<file path="config.mk">
export PLATFORM = sky130hd
export DESIGN_NAME = mod_tx_controller
export DESIGN_NICKNAME = d
export VERILOG_FILES = /design/src/rtl/mod_tx_controller.sv
export SDC_FILE = /design/constraint.sdc
export NUM_CORES = 1
export LEC_CHECK = 0
export ABC_AREA = 1
export BUFFER_PORTS_ARGS = -buffer_cell sky130_fd_sc_hd__buf_2
export CORE_MARGIN = 2
export CORE_UTILIZATION = 35
export DETAILED_ROUTE_END_ITERATION = 12
export GPL_TIMING_DRIVEN = 0
export PLACE_DENSITY = 0.57
export SYNTH_ARGS = -nofsm -noshare
export SYNTH_HDL_FRONTEND = slang
export SYNTH_SLANG_ARGS = --single-unit
</file>
<file path="constraint.sdc">
create_clock -name clk -period 2.47 [get_ports clk]
set_input_delay 0.494 -clock clk [delete_from_list [all_inputs] [get_ports clk]]
set_output_delay 0.494 -clock clk [all_outputs]
set_load 0.01 [all_outputs]
</file>
<file path="src/rtl/mod_tx_controller.sv">
// Frame sequencer: optional preamble, MSB-first payload with one-byte prefetch, guard gap.
// Define MOD_TX_PREAMBLE_EN to compile in the preamble; otherwise frames start on the first byte.
module mod_tx_controller #(
  parameter int         SYMBOL_CYCLES    = 16,
  parameter logic [7:0] PREAMBLE_PATTERN = 8'hAA,
  parameter int         GAP_SYMBOLS      = 2
) (
  input  logic       clk,
  input  logic       rst,
  input  logic       start,
  input  logic [7:0] frame_len,
  input  logic [7:0] byte_data,
  input  logic       byte_valid,
  output logic       byte_ready,
  output logic       bit_out,
  output logic       bit_valid,
  output logic       sym_tick,
  output logic       busy,
  output logic       done,
  output logic       underrun
);
  localparam int SW = (SYMBOL_CYCLES > 1) ? $clog2(SYMBOL_CYCLES) : 1;
  localparam int GW = (GAP_SYMBOLS > 1) ? $clog2(GAP_SYMBOLS) : 1;
  localparam logic [SW-1:0] SYM_LAST = SW'(SYMBOL_CYCLES - 1);
  localparam logic [GW-1:0] GAP_LAST = GW'(GAP_SYMBOLS - 1);

  typedef enum logic [2:0] {IDLE, FETCH, PREAMBLE, PAYLOAD, GAP} state_t;

  state_t        state_reg, state_next;
  logic [7:0]    len_reg, len_next;
  logic [8:0]    fetch_cnt_reg, fetch_cnt_next;
  logic [8:0]    sent_cnt_reg, sent_cnt_next;
  logic [SW-1:0] sym_cnt_reg, sym_cnt_next;
  logic [2:0]    bit_idx_reg, bit_idx_next;
  logic [GW-1:0] gap_cnt_reg, gap_cnt_next;
  logic [7:0]    shifter_reg, shifter_next;
  logic [7:0]    buf_reg, buf_next;
  logic          buf_full_reg, buf_full_next;
  logic          bit_out_reg, bit_out_next;
  logic          bit_valid_reg, bit_valid_next;
  logic          sym_tick_reg, sym_tick_next;
  logic          done_reg, done_next;
  logic          underrun_reg, underrun_next;

  logic xfer, sym_end, more_due;

  assign byte_ready = !buf_full_reg && (fetch_cnt_reg < {1'b0, len_reg}) &&
                      (state_reg inside {FETCH, PREAMBLE, PAYLOAD});
  assign xfer     = byte_ready && byte_valid;
  assign sym_end  = (sym_cnt_reg == SYM_LAST);
  assign more_due = (sent_cnt_reg < {1'b0, len_reg});

  always_comb begin
    state_next     = state_reg;
    len_next       = len_reg;
    fetch_cnt_next = fetch_cnt_reg;
    sent_cnt_next  = sent_cnt_reg;
    sym_cnt_next   = sym_cnt_reg;
    bit_idx_next   = bit_idx_reg;
    gap_cnt_next   = gap_cnt_reg;
    shifter_next   = shifter_reg;
    buf_next       = buf_reg;
    buf_full_next  = buf_full_reg;
    bit_out_next   = bit_out_reg;
    bit_valid_next = bit_valid_reg;
    sym_tick_next  = 1'b0;
    done_next      = 1'b0;
    underrun_next  = 1'b0;

    if (xfer) fetch_cnt_next = fetch_cnt_reg + 9'd1;
    if (state_reg inside {PREAMBLE, PAYLOAD, GAP})
      sym_cnt_next = sym_end ? '0 : sym_cnt_reg + 1'b1;

    case (state_reg)
      IDLE: begin
        if (start && frame_len != 8'd0) begin
          len_next       = frame_len;
          fetch_cnt_next = '0;
          sent_cnt_next  = '0;
          sym_cnt_next   = '0;
          bit_idx_next   = 3'd7;
`ifdef MOD_TX_PREAMBLE_EN
          state_next     = PREAMBLE;
          shifter_next   = PREAMBLE_PATTERN;
          bit_out_next   = PREAMBLE_PATTERN[7];
          bit_valid_next = 1'b1;
          sym_tick_next  = 1'b1;
`else
          state_next     = FETCH;
`endif
        end
      end
      FETCH: begin
        // First byte bypasses the buffer straight into the shifter.
        if (xfer) begin
          state_next     = PAYLOAD;
          shifter_next   = byte_data;
          sent_cnt_next  = 9'd1;
          bit_idx_next   = 3'd7;
          sym_cnt_next   = '0;
          bit_out_next   = byte_data[7];
          bit_valid_next = 1'b1;
          sym_tick_next  = 1'b1;
        end
      end
      PREAMBLE, PAYLOAD: begin
        if (sym_end) begin
          if (bit_idx_reg != 3'd0) begin
            bit_idx_next  = bit_idx_reg - 3'd1;
            shifter_next  = {shifter_reg[6:0], 1'b0};
            bit_out_next  = shifter_reg[6];
            sym_tick_next = 1'b1;
          end else if (more_due && buf_full_reg) begin
            state_next     = PAYLOAD;
            shifter_next   = buf_reg;
            buf_full_next  = 1'b0;
            sent_cnt_next  = sent_cnt_reg + 9'd1;
            bit_idx_next   = 3'd7;
            bit_out_next   = buf_reg[7];
            bit_valid_next = 1'b1;
            sym_tick_next  = 1'b1;
          end else if (more_due) begin
            state_next     = IDLE;
            bit_out_next   = 1'b0;
            bit_valid_next = 1'b0;
            underrun_next  = 1'b1;
          end else begin
            state_next     = GAP;
            gap_cnt_next   = '0;
            bit_out_next   = 1'b0;
            bit_valid_next = 1'b0;
            sym_tick_next  = 1'b1;
          end
        end
      end
      GAP: begin
        if (sym_end) begin
          if (gap_cnt_reg == GAP_LAST) begin
            state_next = IDLE;
            done_next  = 1'b1;
          end else begin
            gap_cnt_next  = gap_cnt_reg + 1'b1;
            sym_tick_next = 1'b1;
          end
        end
      end
      default: state_next = IDLE;
    endcase

    // A fill in the same cycle as a move leaves the buffer full.
    if (xfer && state_reg != FETCH) begin
      buf_next      = byte_data;
      buf_full_next = 1'b1;
    end
  end

  always_ff @(posedge clk) begin
    if (rst) begin
      state_reg     <= IDLE;
      len_reg       <= '0;
      fetch_cnt_reg <= '0;
      sent_cnt_reg  <= '0;
      sym_cnt_reg   <= '0;
      bit_idx_reg   <= '0;
      gap_cnt_reg   <= '0;
      shifter_reg   <= '0;
      buf_reg       <= '0;
      buf_full_reg  <= 1'b0;
      bit_out_reg   <= 1'b0;
      bit_valid_reg <= 1'b0;
      sym_tick_reg  <= 1'b0;
      done_reg      <= 1'b0;
      underrun_reg  <= 1'b0;
    end else begin
      state_reg     <= state_next;
      len_reg       <= len_next;
      fetch_cnt_reg <= fetch_cnt_next;
      sent_cnt_reg  <= sent_cnt_next;
      sym_cnt_reg   <= sym_cnt_next;
      bit_idx_reg   <= bit_idx_next;
      gap_cnt_reg   <= gap_cnt_next;
      shifter_reg   <= shifter_next;
      buf_reg       <= buf_next;
      buf_full_reg  <= buf_full_next;
      bit_out_reg   <= bit_out_next;
      bit_valid_reg <= bit_valid_next;
      sym_tick_reg  <= sym_tick_next;
      done_reg      <= done_next;
      underrun_reg  <= underrun_next;
    end
  end

  assign bit_out   = bit_out_reg;
  assign bit_valid = bit_valid_reg;
  assign sym_tick  = sym_tick_reg;
  assign done      = done_reg;
  assign underrun  = underrun_reg;
  assign busy      = (state_reg != IDLE);
endmodule
</file>
# Word-level counts from Yosys, hierarchy flattened
# Cells that the tools add are included.
# Widths: inputs -> output; s select.
word_totals:
  regBits: 58
  in_bits: 20
  word_cells: 139
classes:
  n_addsub: 5
  magnitude_cmp: 2
  eq_ne: 17
  n_mux: 66
  bitwise_logic: 3
  n_reduce_logical: 31
ops:
  columns: ["op", "n"]
  rows:
  - ["$mux 9", 8]
  - ["$mux 3", 13]
  - ["$mux 1", 28]
  - ["$mux 7", 4]
  - ["$pmux 9 s3", 1]
  - ["$add 9x1->9 const B", 2]
  - ["$lt 9x8->1", 2]
  - ["$ne 2x2->1 const B", 9]
  - ["$reduce_and 6->1", 3]
  - ["$mux 4", 4]
  - ["$reduce_bool 3->1", 5]
  - ["$pmux 7 s2", 1]
  - ["$pmux 3 s4", 1]
  - ["$reduce_and 4->1", 3]
  - ["$reduce_bool 2->1", 5]
  - ["$pmux 3 s3", 1]
  - ["$pmux 4 s2", 1]
  - ["$reduce_bool 8->1", 1]
  - ["$eq 3x2->1 const B", 2]
  - ["$logic_and 1x1->1", 6]
  - ["$pmux 1 s2", 3]
  - ["$reduce_and 5->1", 1]
  - ["$reduce_or 5->1", 1]
  - ["$add 4x1->4 const B", 1]
  - ["other kinds (16)", 18]

# Depth between registers and ports, before layout
# Gate-level depths: netlist of the first run.
depth:
  ltp_word: 7
  mapped_depth: 17
  depth_no_buf: 16

# Least setup slack after synthesis of the first run
# Ideal clock, no wire load.
synth_timing:
  path_kind: "flip-flop to flip-flop"
  start: "register len_reg[4]"
  end: "register sym_cnt_reg[0]"
  arrival_ns: 1.731
  t_required_ns: 2.361
  slack_ns: 0.630
  path_stages_with_launch: 18
  n_path_buf: 1
  path_cell_list: "dfxtp_1 > inv_1 > ha_1 > nand2_1 > inv_1 > nand2_1 > nand2_1 > nand2_1 > nand3_2 > nor2_2 > nand3_4 > nand2_4 > buf_6 > nand3_1 > nand2_1 > inv_2 > nand2_1 > inv_1"
synth_between:
  elab_chain_cells: 6
synth_lines:
  columns: ["element", "line", "rtl"]
  rows:
  - ["start, declared", "30", "logic [7:0] len_reg, len_next;"]
  - ["start signal, assigned", "176", "len_reg <= len_next;"]
  - ["$lt 9x8->1", "47", "assign byte_ready = !buf_full_reg && (fetch_cnt_reg < {1'b0, len_reg}) &&"]
  - ["$logic_and 1x1->1 (2 in a row)", "47", null]
  - ["$logic_and 1x1->1", "49", "assign xfer = byte_ready && byte_valid;"]
  - ["$mux 4", "95", "if (xfer) begin"]
  - ["$pmux 4 s2", "74", "case (state_reg)"]
  - ["end signal, assigned", "179", "sym_cnt_reg <= sym_cnt_next;"]
  - ["end, declared", "33", "logic [SW-1:0] sym_cnt_reg, sym_cnt_next;"]
# No other way between the ends.
# A chain may end at the register's enable or synchronous reset.

# Worst setup path after layout of the first run
layout_timing:
  start: "register fetch_cnt_reg[6]"
  end: "output port byte_ready"
layout_between:
  elab_chain_cells: 3
layout_lines:
  columns: ["element", "line", "rtl"]
  rows:
  - ["start, declared", "31", "logic [8:0] fetch_cnt_reg, fetch_cnt_next;"]
  - ["start signal, assigned", "177", "fetch_cnt_reg <= fetch_cnt_next;"]
  - ["$lt 9x8->1", "47", null]
  - ["$logic_and 1x1->1 (2 in a row)", "47", null]
  - ["end, declared", "14", "output logic byte_ready,"]
# No other way between the ends.

==> impl_metrics.toml, run 1 <==
[synthesis]
synth_commonest_cells = "nand2_1, inv_1, nor2_1"
synth.cell_area_mm2 = 0.00346
yosys_most_used_dff = "dfxtp_1"
syn-mean-instance-area_um2 = 7.04
synth.yosys.warnings = 0
register_area_share_after_synthesis = 0.335
synth_nets = 531
yosys.area.top_type = "dfxtp_1"
yosys.area.top_type_share = 0.335
yosys.cell_count.top_type = "nand2_1"
ys_async_sr_fraction = 0
synthesis.instances = 492
netlist-cell-type-count = 45
synth-edff-count = 0
netlist_top_cells_area = "dfxtp_1, nand2_1, inv_1"
register_bit_total_from_synthesis = 58

[layout]
final_util = 0.414
final_nets = 567
final_area_mm2 = 0.00401
antennaDiodeCount = 0
filler_cell_count = 1028
areaGrowthSynthToFinish_pct = 15.9
fraction_of_layout_cells_with_a_size_suffix_above_1 = 0.159

[placed_design]
detailed_place.area_mm2 = 0.00376
count_of_port_buffers_added_during_placement = 25
dp_hpwl_um = 6310
routability_congestion = 0.869
pre_cts_setup_slack_ns = 0.266

[setup_path]
timing.critical_path.mode_cell = "nand2_1"
cp_slowest_stage_delay_ns = 0.44
maximum_fanout_along_the_worst_path = 5
r2r-start = "fetch_cnt_reg[6]"
setup.worst_path.end_class = "output pin"
critical_path.reg2reg.endpoint = "sym_cnt_reg[0]"
critPathKind = "flip-flop to output pin"
worstPathArrival_ns = 1.76
critPathRequiredTime_ns = 1.98
r2r_setup_slack_ns = 0.27
slowest_stage = "dfxtp_1"
reg2reg_depth = 14
critical_path.startpoint_type = "flip-flop"
crit_chain = "ha_1, nand2_1, nand2_1, a21oi_2, nand3_2, nor4_2, buf_2"

[floorplanning]
floorplan_die_area_mm2 = 0.0107
die_width_um = 103
core_region_area_mm2 = 0.00968
start_util = 0.358
io-pin-count = 27
die_height_um = 103
core.rowCount = 36

[timing]
fmax_mhz = 444
final.setup.tns_ns = 0
final_hold_violations = 0
max_slew.worst_pin.slew_ns = 0.560
drv_slew = 0
final.min_clock_period_ns = 2.25
fin_crit_sh = 0.913
grt_setup_unrepaired = "no"
finalWorstSetupSlack_ns = 0.216
clock-skew-final_ns = 0.0102
final_setup_vio_count = 0
timing.slew.headroom = 0.627

[global_route]
number_of_antenna_violations_at_the_first_check_in_global_routing = 0
gr-total-overflow = 0
grt_pass1_wl_um = 14200
grt.total_usage = 0.172
gr-usage-met3 = 0.0356
grt_pass1_vias = 3067
global_route_met1_utilization = 0.216
grt_max_degree = 11
busiest_layer = "met2"
grt_use_met2 = 0.293

[power_and_ir_drop]
power_density_mw_per_mm2 = 1190
vdd_ir_drop_max_mv = 0.424
leakagePower_uw = 0.00189

[route]
route.detailed.wl_per_inst_um = 12.5
detail_route.vias_per_cell = 4.76
dr_total_vias = 3172
detailed_router_iteration_count_before_antenna_repair = 4
postRouteAntennaNets = 0
drt_iter0_markers = 151
route.final.wire_length_um = 8340
drt_drc_violations_left = 0

[hold_path]
min_from = "byte_data[4]"
timing.hold.worst.class = "input port to flip-flop"
min_delay_path_depth = 3
holdPathEnd = "buf_reg[4]"

[clock_network]
cts_num_sinks = 58
clock_transition_at_the_registers_of_the_reported_paths_ns = 0.07
holdBufCountCts = 0
tritoncts = "built"
clock_latency_ns = 0.34
cts_made_buffers = 9
post_cts.resized_instances = 0
clockBufferDepth = 2
root_buffer = "clkbuf_8"
ctsHtreeMaxLevel = 3
postCtsSetupBuffers = 0

[flow_run]
cap_violations = 0

[outcome]
run_status = "finished clean"
==> per-stage QoR <==
step	hold slack (ns)	std cells	total power, µW
global placement	0.438	650	3650
global route	0.415	666	5230
CTS	0.387	666	4820
finish	0.399	666	4780
detailed placement	0.443	650	3700
floorplan	0.437	492	3150
==> power by group <==
group / internal [µW] / leakage [µW] / total, µW / switching (µW)
registers: 1180 / 0.000475 / 1340 / 153
logic: 835 / 0.00128 / 2330 / 1500
clock network: 722 / 0.000129 / 1110 / 388
==> routing by layer <==
layer,wire (µm),vias to the layer above
met1,3810,1442
li1,-,1661
met2,3970,57
met5,0,-
met4,109,0
met3,449,12
==> final cells by class <==
type                            count  area [µm²]  share of cell area
Multi-Input combinational cell    340        1920               0.479
Sequential cell                    58        1160               0.289
Inverter                           81         307              0.0764
Tap cell                          133         166              0.0415
Clock buffer                       11         151              0.0377
Timing Repair Buffer               25         125              0.0312
Clock inverter                      5         100              0.0249
Buffer                             13        81.3              0.0203
==> critical path, delay by kind of cell (launching register included) <==
family / cells / cell delay, ns
adders and majority gates: 1 / 0.29
AOI/OAI and AO/OA: 1 / 0.13
DFF: 1 / 0.44
buffers and inverters: 1 / 0.17
and+or+nand+nor: 4 / 0.40
==> kinds of logic after synthesis <==
group	Yosys count	share of synthesized area
flops	58	0.335
simple gates	238	0.334
buf+inv	94	0.112
xor+xnor	5	0.0126
mux	1	0.00325
compound gates	77	0.134
fa+ha+maj	19	0.0686
==> cell usage in the layout, fill, tap and decap left out, types with 2 or more instances in the layout <==
| cell | Yosys | layout |
|---|---|---|
| nand2_1 | 95 | 95 |
| nor2_2 | 4 | 4 |
| clkinv_2 | 0 | 2 |
| a21oi_1 | 35 | 35 |
| ha_1 | 19 | 19 |
| o221ai_1 | 4 | 4 |
| nor2_4 | 2 | 2 |
| nand3_4 | 3 | 3 |
| xor2_1 | 5 | 5 |
| nor2_1 | 61 | 61 |
| nor3_1 | 5 | 5 |
| nand4_1 | 15 | 15 |
| o22ai_1 | 2 | 2 |
| or2_2 | 4 | 4 |
| clkbuf_8 | 0 | 11 |
| buf_2 | 2 | 27 |
| nand3_1 | 26 | 26 |
| inv_1 | 75 | 75 |
| inv_2 | 5 | 5 |
| nor2b_1 | 7 | 7 |
| bufinv_16 | 0 | 3 |
| a21oi_2 | 2 | 2 |
| o21ai_0 | 22 | 22 |
| o21ai_1 | 3 | 3 |
| a21oi_4 | 2 | 2 |
| buf_6 | 3 | 3 |
| dfxtp_1 | 58 | 58 |
| nand2_4 | 6 | 6 |
| nand3_2 | 2 | 2 |
| clkbuf_1 | 6 | 6 |
==> worst max-delay path by stage <==
stage,startpoint,end,cells past startpoint
after floorplan,len_reg[4],sym_cnt_reg[0],17
after detailed placement,fetch_cnt_reg[6],sym_cnt_reg[0],14
after CTS,len_reg[4],byte_ready,10
after global placement,len_reg[4],sym_cnt_reg[0],17
after global routing,len_reg[4],sym_cnt_reg[1],17
final,fetch_cnt_reg[6],byte_ready,7
No activity file was read; power rests on OpenSTA's default activity.
==> run 2: changes to the inputs <==
Settings changed: CORE_UTILIZATION 35 to 55, PLACE_DENSITY 0.57 to 0.8.
==> impl_metrics.toml, run 2 (synthesis gave the netlist of run 1 again) <==
[outcome]
run_status = "finished clean"

[clock_network]
clock_transition_at_the_registers_of_the_reported_paths_ns = 0.07
cts_num_sinks = 58
postCtsSetupBuffers = 0
root_buffer = "clkbuf_8"
cts_made_buffers = 9
tritoncts = "built"
holdBufCountCts = 0
clock_latency_ns = 0.36
post_cts.resized_instances = 0
clockBufferDepth = 2
ctsHtreeMaxLevel = 3

[route]
route.detailed.wl_per_inst_um = 13.2
drt_drc_violations_left = 0
detailed_router_iteration_count_before_antenna_repair = 8
detail_route.vias_per_cell = 5.31
route.final.wire_length_um = 8050
postRouteAntennaNets = 0
dr_total_vias = 3229
drt_iter0_markers = 220

[power_and_ir_drop]
internal_power_uw = 2740
clockPowerShare = 0.233
leakagePower_uw = 0.00188
power_density_mw_per_mm2 = 1220
p_comb_frac = 0.489
power_switching_uw = 2050
seq_power_share = 0.279
sw_frac_of_total = 0.427
vdd_ir_drop_max_mv = 0.789

[global_route]
number_of_antenna_violations_at_the_first_check_in_global_routing = 0
grt_max_degree = 11
gr-total-overflow = 0
grt_pass1_wl_um = 13800
grt.total_usage = 0.247
grt_pass1_vias = 3156

[setup_path]
crit_chain = "ha_1, nand2_1, nand2_1, a21oi_2, nand3_2, nor4_1, buf_2"
critical_path.reg2reg.endpoint = "bit_idx_reg[1]"
critPathRequiredTime_ns = 1.98
cp_slowest_stage_delay_ns = 0.42
r2r_setup_slack_ns = 0.29
r2r-start = "len_reg[2]"
worstPathArrival_ns = 1.76
critical-path-top-delay-family = "flip-flops"
setup.worst_path.end_class = "output pin"
slowest_stage = "dfxtp_1"
critical_path.startpoint_type = "flip-flop"
critPathKind = "flip-flop to output pin"
critical_path_buf_inv_count = 1
timing.critical_path.mode_cell = "nand2_1"
reg2reg_depth = 14
maximum_fanout_along_the_worst_path = 5

[floorplanning]
io-pin-count = 27
die_width_um = 83.4
floorplan_die_area_mm2 = 0.00695
core_region_area_mm2 = 0.00599
start_util = 0.578
die_height_um = 83.4
core.rowCount = 28

[hold_path]
min_delay_path_depth = 3
min_from = "byte_data[5]"
holdPathEnd = "buf_reg[5]"
timing.hold.worst.class = "input port to flip-flop"

[timing]
clock-skew-final_ns = 0.00985
fmax_mhz = 444
final.min_clock_period_ns = 2.25
grt_setup_unrepaired = "no"
final_hold_violations = 0
timing.slew.headroom = 0.638
max_slew.worst_pin.slew_ns = 0.543
fin_crit_sh = 0.912
final_setup_vio_count = 0
final.setup.tns_ns = 0
drv_slew = 0

[placed_design]
dp_hpwl_um = 5930
routability_congestion = 0.888
count_of_port_buffers_added_during_placement = 25

[layout]
areaGrowthSynthToFinish_pct = 13.6
antennaDiodeCount = 0
final_nets = 567
layout_common_cells = "nand2_1, inv_1, nor2_1"
multiInputGateArea_mm2 = 0.00192
regArea_mm2 = 0.00116
layout_commonest_cell = "nand2_1"
filler_cell_count = 521
fraction_of_layout_cells_with_a_size_suffix_above_1 = 0.156
final_util = 0.657

[flow_run]
cap_violations = 0
run 2: through the flow:
stage	instances	hold WS [ns]	setup WS (ns)	instance area, µm²	total power, µW
5_1_grt	608	0.404	0.0637	3940	5190
3_3_place_gp	592	0.431	0.337	3680	3590
4_1_cts	608	0.374	0.164	3940	4790
2_1_floorplan	492	0.437	0.630	3460	3150
3_5_place_dp	592	0.432	0.303	3680	3670
6_report	608	0.379	0.216	3940	4790
run 2: worst max-delay path by stage:
stage,start,end,slack (ns),cells after the start
after global placement,len_reg[4],sym_cnt_reg[0],0.34,17
after detailed placement,len_reg[2],sym_cnt_reg[0],0.30,17
after CTS,len_reg[2],byte_ready,0.16,10
after floorplan,len_reg[4],sym_cnt_reg[0],0.63,17
final,fetch_cnt_reg[6],byte_ready,0.22,7
after global routing,fetch_cnt_reg[3],byte_ready,0.06,9
run 2: layer usage:
metal	share of wire	track usage	wire, µm
met4	0.022	0.118	177
met1	0.44	0.278	3530
met2	0.49	0.434	3940
met3	0.050	0.0596	403
met5	0	0	0
run 2: layout make-up:
class | count | share of cell area
multi-input cells | 340 | 0.487
clock buffers | 12 | 0.0394
flip-flops and latches | 58 | 0.295
plain buffers | 13 | 0.0207
well taps | 75 | 0.0238
clock inverters | 4 | 0.0248
inverters | 81 | 0.0779
repair buffers | 25 | 0.0318
run 2: power groups by stage:
stage	sequential, µW	clock, µW	combinational (µW)
5_1_grt	1360	1180	2660
3_3_place_gp	1350	0	2240
6_report	1340	1120	2340
4_1_cts	1330	1130	2330
3_5_place_dp	1350	0	2320
2_1_floorplan	1330	0	1820
run 2: worst min-delay path: stages:
cell,delay (ns)
buf_2,0.09
nor2_1,0.04
nor2_1,0.08
